### src/rtl/regfile_sb_pkg.sv
// Shared types and build defaults for regfile_sb. `DATA_WIDTH and `REGADDR_WIDTH are
// taken from globalVariables.v when that is compiled first; otherwise they fall back here.
`ifndef DATA_WIDTH
`define DATA_WIDTH 32
`endif
`ifndef REGADDR_WIDTH
`define REGADDR_WIDTH 5
`endif

package regfile_sb_pkg;

    typedef enum logic {
        REG_FREE = 1'b0,
        REG_BUSY = 1'b1
    } reg_state_e;

    localparam int DEF_DATA_WIDTH = `DATA_WIDTH;
    localparam int DEF_NUM_REGS   = 1 << `REGADDR_WIDTH;
    localparam int DEF_NUM_RD     = 2;

endpackage

### src/rtl/regfile_sb_scoreboard.sv
// Per-register busy scoreboard: owns the busy vector, the reserve handshake and busy_count.
//
//   state    | meaning
//   ---------+--------------------------------------------------------------
//   REG_FREE | value in the register file is current; may be reserved
//   REG_BUSY | reserved by decode, writeback outstanding; reads must stall
module reg_scoreboard
    import regfile_sb_pkg::*;
#(
    parameter int NUM_REGS   = DEF_NUM_REGS,
    parameter int ADDR_WIDTH = $clog2(NUM_REGS)
) (
    input  logic                  clk,
    input  logic                  reset,
    input  logic                  rsv_valid,
    input  logic [ADDR_WIDTH-1:0] rsv_sel,
    input  logic                  wb_en,
    input  logic [ADDR_WIDTH-1:0] wb_sel,
    output logic [NUM_REGS-1:0]   busy,
    output logic                  rsv_ready,
    output logic [ADDR_WIDTH:0]   busy_count
);

    // Register 0 has no state at all, so it can never read as busy.
    reg_state_e state [1:NUM_REGS-1];
    logic       set_busy;
    logic       clr_busy;

    always_comb begin
        busy    = '0;
        for (int i = 1; i < NUM_REGS; i++) begin
            busy[i] = (state[i] == REG_BUSY);
        end
    end

    assign rsv_ready = rsv_valid & ((rsv_sel == '0) | ~busy[rsv_sel] |
                                    (wb_en & (wb_sel == rsv_sel)));

    // A reserve of a register that is busy can only be accepted alongside its own
    // writeback, so set and clear then cancel and the count stays put.
    assign set_busy = rsv_ready & (rsv_sel != '0);
    assign clr_busy = wb_en & (wb_sel != '0) & busy[wb_sel];

    always_ff @(posedge clk) begin
        if (!reset) begin
            for (int i = 1; i < NUM_REGS; i++) begin
                state[i] <= REG_FREE;
            end
            busy_count <= '0;
        end else begin
            for (int i = 1; i < NUM_REGS; i++) begin
                if (set_busy && rsv_sel == ADDR_WIDTH'(i)) begin
                    state[i] <= REG_BUSY;
                end else if (wb_en && wb_sel == ADDR_WIDTH'(i)) begin
                    state[i] <= REG_FREE;
                end
            end
            busy_count <= busy_count + (ADDR_WIDTH+1)'(set_busy) - (ADDR_WIDTH+1)'(clr_busy);
        end
    end

endmodule

### src/rtl/regfile_sb.sv
// Register file with busy scoreboard. Define REGFILE_WB_BYPASS_EN to forward the
// writeback value and a cleared busy flag to matching read ports in the same cycle.
module regfile_sb
    import regfile_sb_pkg::*;
#(
    parameter int DATA_WIDTH = DEF_DATA_WIDTH,
    parameter int NUM_REGS   = DEF_NUM_REGS,
    parameter int ADDR_WIDTH = $clog2(NUM_REGS),
    parameter int NUM_RD     = DEF_NUM_RD
) (
    input  logic                         clk,
    input  logic                         reset,
    input  logic [NUM_RD*ADDR_WIDTH-1:0] rd_sel,
    output logic [NUM_RD*DATA_WIDTH-1:0] rd_data,
    output logic [NUM_RD-1:0]            rd_busy,
    input  logic                         rsv_valid,
    input  logic [ADDR_WIDTH-1:0]        rsv_sel,
    output logic                         rsv_ready,
    input  logic                         wb_en,
    input  logic [ADDR_WIDTH-1:0]        wb_sel,
    input  logic [DATA_WIDTH-1:0]        wb_data,
    output logic [ADDR_WIDTH:0]          busy_count
);

    logic [DATA_WIDTH-1:0] regs [NUM_REGS];
    logic [NUM_REGS-1:0]   busy;
    logic [ADDR_WIDTH-1:0] sel  [NUM_RD];

    reg_scoreboard #(
        .NUM_REGS   (NUM_REGS),
        .ADDR_WIDTH (ADDR_WIDTH)
    ) u_scoreboard (
        .clk        (clk),
        .reset      (reset),
        .rsv_valid  (rsv_valid),
        .rsv_sel    (rsv_sel),
        .wb_en      (wb_en),
        .wb_sel     (wb_sel),
        .busy       (busy),
        .rsv_ready  (rsv_ready),
        .busy_count (busy_count)
    );

    always_ff @(posedge clk) begin
        if (!reset) begin
            for (int i = 0; i < NUM_REGS; i++) begin
                regs[i] <= '0;
            end
        end else if (wb_en && wb_sel != '0) begin
            regs[wb_sel] <= wb_data;
        end
    end

    for (genvar g = 0; g < NUM_RD; g++) begin : g_sel
        assign sel[g] = rd_sel[g*ADDR_WIDTH +: ADDR_WIDTH];
    end

    always_comb begin
        rd_data = '0;
        rd_busy = '0;
        for (int i = 0; i < NUM_RD; i++) begin
            if (sel[i] != '0) begin
                rd_data[i*DATA_WIDTH +: DATA_WIDTH] = regs[sel[i]];
                rd_busy[i]                          = busy[sel[i]];
            end
`ifdef REGFILE_WB_BYPASS_EN
            if (wb_en && sel[i] != '0 && sel[i] == wb_sel) begin
                rd_data[i*DATA_WIDTH +: DATA_WIDTH] = wb_data;
                rd_busy[i]                          = 1'b0;
            end
`endif
        end
    end

endmodule

### config.mk
export PLATFORM = sky130hd
export DESIGN_NAME = regfile_sb
export DESIGN_NICKNAME = d
export VERILOG_FILES = /design/src/rtl/regfile_sb_pkg.sv /design/src/rtl/regfile_sb_scoreboard.sv /design/src/rtl/regfile_sb.sv
export SDC_FILE = /design/constraint.sdc
export NUM_CORES = 2
export LEC_CHECK = 0
export CORE_MARGIN = 8
export CORE_UTILIZATION = 45
export CTS_CLUSTER_SIZE = 20
export DETAILED_ROUTE_END_ITERATION = 10
export GPL_ROUTABILITY_DRIVEN = 0
export SETUP_SLACK_MARGIN = 0.3
export SYNTH_ARGS = -nofsm -noshare
export SYNTH_HDL_FRONTEND = slang
export SYNTH_SLANG_ARGS = --single-unit
### constraint.sdc
create_clock -name clk -period 5.3 [get_ports clk]
set_clock_uncertainty 0.2 [all_clocks]
set_input_delay 1.06 -clock clk [delete_from_list [all_inputs] [get_ports clk]]
set_output_delay 1.06 -clock clk [all_outputs]
set_load 0.02 [all_outputs]
==> impl_metrics.prom <==
# TYPE chip_impl_metric gauge
chip_impl_metric{name="dp.cells",unit=""} 5264
chip_impl_info{name="yosys-top-cells-area",value="sky130_fd_sc_hd__edfxtp_1, sky130_fd_sc_hd__mux4_2, sky130_fd_sc_hd__and3_1"} 1
chip_impl_metric{name="non_filler_instance_count_after_layout",unit=""} 5490
chip_impl_metric{name="power.switching_fraction",unit="%"} 26.2
chip_impl_metric{name="timing.critical_path.required",unit="ps"} 4040
chip_impl_metric{name="worstMarginPinSlew",unit="ps"} 1220
chip_impl_metric{name="ys_seq_elements",unit=""} 1061
chip_impl_info{name="clk_root_buffer_cell",value="sky130_fd_sc_hd__clkbuf_16"} 1
chip_impl_metric{name="vdd_ir_drop_max",unit="µV"} 300
chip_impl_metric{name="fillcell_total",unit=""} 10233
chip_impl_metric{name="wl_met2",unit="mm"} 93.3
chip_impl_metric{name="track_usage",unit="%"} 28.4
chip_impl_metric{name="critPathMaxStageDelay",unit="ps"} 660
chip_impl_metric{name="critPathMaxFanout",unit=""} 43
chip_impl_metric{name="buffers_and_inverters_on_the_worst_path",unit=""} 3
chip_impl_metric{name="start_util",unit="%"} 45.2
chip_impl_metric{name="clkLatencyLatePin",unit="ps"} 730
chip_impl_metric{name="routed_wl",unit="mm"} 202
chip_impl_info{name="top_layer_used",value="met5"} 1
chip_impl_metric{name="ioPinCount",unit=""} 129
chip_impl_metric{name="synth_top_area_share",unit="%"} 55.2
chip_impl_metric{name="rows",unit=""} 131
chip_impl_info{name="grt_setup_unrepaired",value="true"} 1
chip_impl_metric{name="htree_num_levels",unit=""} 3
chip_impl_metric{name="combinationalPowerShare",unit="%"} 15.1
chip_impl_metric{name="netlist_area",unit="µm²"} 57400
chip_impl_metric{name="m1WireLength",unit="mm"} 77.2
chip_impl_info{name="outcome",value="finished clean"} 1
chip_impl_metric{name="setup-tns-final",unit="ps"} 0
chip_impl_metric{name="slew_viol_final",unit=""} 0
chip_impl_metric{name="first_iter_violations",unit=""} 5559
chip_impl_metric{name="finalSetupViolations",unit=""} 0
chip_impl_metric{name="dieArea",unit="µm²"} 139000
chip_impl_info{name="crit_chain",value="buf_8 -> buf_16 -> mux4_2 -> mux4_2 -> nand2_1 -> o21ai_0 -> clkdlybuf4s50_1"} 1
chip_impl_metric{name="global_route.overflow_total",unit=""} 0
chip_impl_info{name="mostFrequentLayoutCell",value="sky130_fd_sc_hd__edfxtp_1"} 1
chip_impl_metric{name="tritoncts_buffers",unit=""} 116
chip_impl_metric{name="setup_ws",unit="ps"} 272
chip_impl_metric{name="syn_inst",unit=""} 3649
chip_impl_metric{name="drt_first_pass_iters",unit=""} 5
chip_impl_metric{name="drcViolationCount",unit=""} 0
chip_impl_metric{name="areaGrowthSynthToFinish",unit="%"} 15.1
chip_impl_metric{name="placed_area",unit="µm²"} 62200
chip_impl_metric{name="clock-sinks",unit=""} 1061
chip_impl_metric{name="p_int",unit="mW"} 15.6
chip_impl_metric{name="grt_pass1_wl",unit="mm"} 284
chip_impl_metric{name="synth-warning-count",unit=""} 0
chip_impl_metric{name="grt_antenna_before_repair",unit=""} 23
chip_impl_metric{name="share_seq_of_total_power",unit="%"} 47.0
chip_impl_metric{name="total_power_density_per_cell_area",unit="nW/µm²"} 320
chip_impl_metric{name="cap_viol_max_count",unit=""} 0
chip_impl_metric{name="holdBufCountCts",unit=""} 0
chip_impl_metric{name="cts.clk_slew.worst_paths",unit="ps"} 50
chip_impl_metric{name="min_delay_path_depth",unit=""} 3
chip_impl_metric{name="portBuffers",unit=""} 128
chip_impl_metric{name="netlist-cell-type-count",unit=""} 46
chip_impl_info{name="yosys.area.top_type",value="sky130_fd_sc_hd__edfxtp_1"} 1
chip_impl_metric{name="synth_enable_flop_cells",unit=""} 1055
chip_impl_metric{name="synth_area_per_cell",unit="µm²"} 15.7
chip_impl_metric{name="largest_net_degree_at_the_start_of_global_routing",unit=""} 59
chip_impl_metric{name="multi_input_gate_area_in_the_final_layout",unit="µm²"} 24100
chip_impl_info{name="worst_setup_path_start_kind",value="primary input"} 1
chip_impl_metric{name="cts_setup_buffers",unit=""} 0
chip_impl_metric{name="final_cell_area",unit="µm²"} 66100
chip_impl_metric{name="number_of_global_route_vias_before_repair",unit=""} 37757
chip_impl_metric{name="worst_case_headroom_to_the_max_slew_limit",unit="%"} 18.7
chip_impl_metric{name="final-hold-violation-count",unit=""} 0
chip_impl_metric{name="net-switching-power",unit="mW"} 5.54
chip_impl_metric{name="core_area",unit="µm²"} 127000
chip_impl_metric{name="final.min_clock_period",unit="ps"} 5030
chip_impl_metric{name="finalCoreUtilization",unit="%"} 52.0
chip_impl_info{name="cpMaxStageDelayCell",value="sky130_fd_sc_hd__clkdlybuf4s50_1"} 1
chip_impl_metric{name="final_net_count",unit=""} 3786
chip_impl_metric{name="worst_hold_slack",unit="ps"} 387
chip_impl_metric{name="postRouteAntennaNets",unit=""} 0
chip_impl_metric{name="sequential_cell_area",unit="µm²"} 31800
chip_impl_metric{name="crit_arrival",unit="ps"} 3770
chip_impl_metric{name="num_vias",unit=""} 37241
chip_impl_metric{name="cts-root-to-sink-buffers",unit=""} 3
chip_impl_metric{name="clock.fmax",unit="MHz"} 199
chip_impl_metric{name="detailedPlacementHpwl",unit="mm"} 121
chip_impl_info{name="setup.worst_path.class",value="primary input to output pin"} 1
chip_impl_metric{name="route.detailed.vias_per_inst",unit=""} 6.78
chip_impl_metric{name="post_placement_worst_setup_slack",unit="ps"} 111
chip_impl_metric{name="met3WireLength",unit="mm"} 23.2
chip_impl_info{name="critical_path.top_delay_family",value="buffers and inverters"} 1
chip_impl_metric{name="die_h",unit="µm"} 373
chip_impl_metric{name="power.leakage",unit="nW"} 24.3
chip_impl_metric{name="worst-path-stages",unit=""} 7
chip_impl_info{name="crit_path_frequent_cell",value="sky130_fd_sc_hd__mux4_2"} 1
chip_impl_metric{name="pwr-share-clk",unit="%"} 37.9
chip_impl_info{name="worstSetupEndpointType",value="output pin"} 1
chip_impl_info{name="tritoncts_clock_tree",value="done"} 1
chip_impl_metric{name="synth_async_sr_flop_share",unit="%"} 0
chip_impl_metric{name="drive_above_1_share",unit="%"} 30.6
chip_impl_metric{name="routed_wire_length_per_instance",unit="µm"} 36.8
chip_impl_info{name="most-common-layout-cells",value="sky130_fd_sc_hd__edfxtp_1, sky130_fd_sc_hd__mux4_2, sky130_fd_sc_hd__and3_1, sky130_fd_sc_hd__and2_1, sky130_fd_sc_hd__buf_4"} 1
chip_impl_metric{name="r2r.worst_path.cells",unit=""} 13
chip_impl_metric{name="fin_crit_sh",unit="%"} 94.9
chip_impl_metric{name="totalPowerFinal",unit="mW"} 21.2
chip_impl_metric{name="yosysSeqAreaShare",unit="%"} 55.4
chip_impl_info{name="ys.flop_type",value="sky130_fd_sc_hd__edfxtp_1"} 1
chip_impl_metric{name="die_x_extent",unit="µm"} 373
chip_impl_info{name="hold_path.class",value="flop to flop"} 1
[flip-flops by register name, summed over array words and instances, names as in the netlist]
signal	count
regs	1024
u_scoreboard.busy_count	6
u_scoreboard.state	31
[cell families (layout without fill, tap and decap cells)]
family	Yosys count	in the layout	share of synthesized area (%)
buf+inv	524	660	3.59
flops	1061	1061	55.4
compound gates	134	134	1.45
fa+ha+maj	7	7	0.166
xor+xnor	9	9	0.137
mux	686	686	26.6
other cells	1	44	0.00653
simple gates	1227	1227	12.7
[per-layer routing]
layer,GRT usage [%],vias to the layer above
met4,10.1,4
met2,44.4,2565
met5,0,-
li1,-,14580
met3,7.21,457
met1,38.8,19635
[worst paths after layout]
check / end / slack, ps / from
worst min-delay path: u_scoreboard.busy_count[5] / 390 / u_scoreboard.busy_count[5]
worst min register to register: u_scoreboard.busy_count[5] / 390 / u_scoreboard.busy_count[5]
worst max register to register: u_scoreboard.busy_count[4] / 1770 / u_scoreboard.state[0][4]
worst max-delay path: rd_data[57] / 270 / rd_sel[5]
[cells in the mapped netlist, drive strengths merged, types with 3 or more instances]
cell,instances
nor2b,8
and2,486
nor3,28
clkbuf,353
mux2,5
mux4,670
xnor2,7
edfxtp,1055
dfxtp,6
inv,78
buf,93
nand4,4
nand2,108
nor2,36
nand2b,9
o21bai,27
nand3b,3
a21oi,6
ha,6
nand3,23
and3,514
nor4,3
mux2i,11
o21ai,85
o311ai,7
[power groups by stage]
stage	clock network [mW]	registers [mW]	logic (mW)
floorplan	0	10.0	1.84
global placement	0	10.1	3.15
detailed placement	0	10.1	3.17
CTS	8.10	9.94	3.18
global route	8.39	9.99	3.32
finish	8.02	9.94	3.20
[worst reg2reg max path, stage by stage (launching register included)]
cell,delay [ps]
sky130_fd_sc_hd__edfxtp_1,480
sky130_fd_sc_hd__mux4_2,480
sky130_fd_sc_hd__mux4_2,480
sky130_fd_sc_hd__nand3b_1,100
sky130_fd_sc_hd__nand2_1,100
sky130_fd_sc_hd__ha_1,290
sky130_fd_sc_hd__inv_1,40
sky130_fd_sc_hd__ha_1,200
sky130_fd_sc_hd__fa_1,440
sky130_fd_sc_hd__a21oi_1,190
sky130_fd_sc_hd__nor2_1,60
sky130_fd_sc_hd__nor2_1,110
sky130_fd_sc_hd__xor2_1,150
sky130_fd_sc_hd__nor2_1,50
[timing repair]
| action | in CTS | in global routing |
|---|---|---|
| cloned | 2 | 1 |
| setup endpoints to repair | 40 | 36 |
| gates resized for setup | 21 | 27 |
[cell type report]
type                            count  area share [%]
Tap cell                         1662            3.15
Inverter                           78           0.443
Sequential cell                  1061            48.1
Clock buffer                      138            4.52
Timing Repair Buffer              371            6.22
Clock inverter                     73            1.06
Multi-Input combinational cell   2095            36.5
Antenna cell                       12          0.0454
No activity file was read; power rests on OpenSTA's default activity.
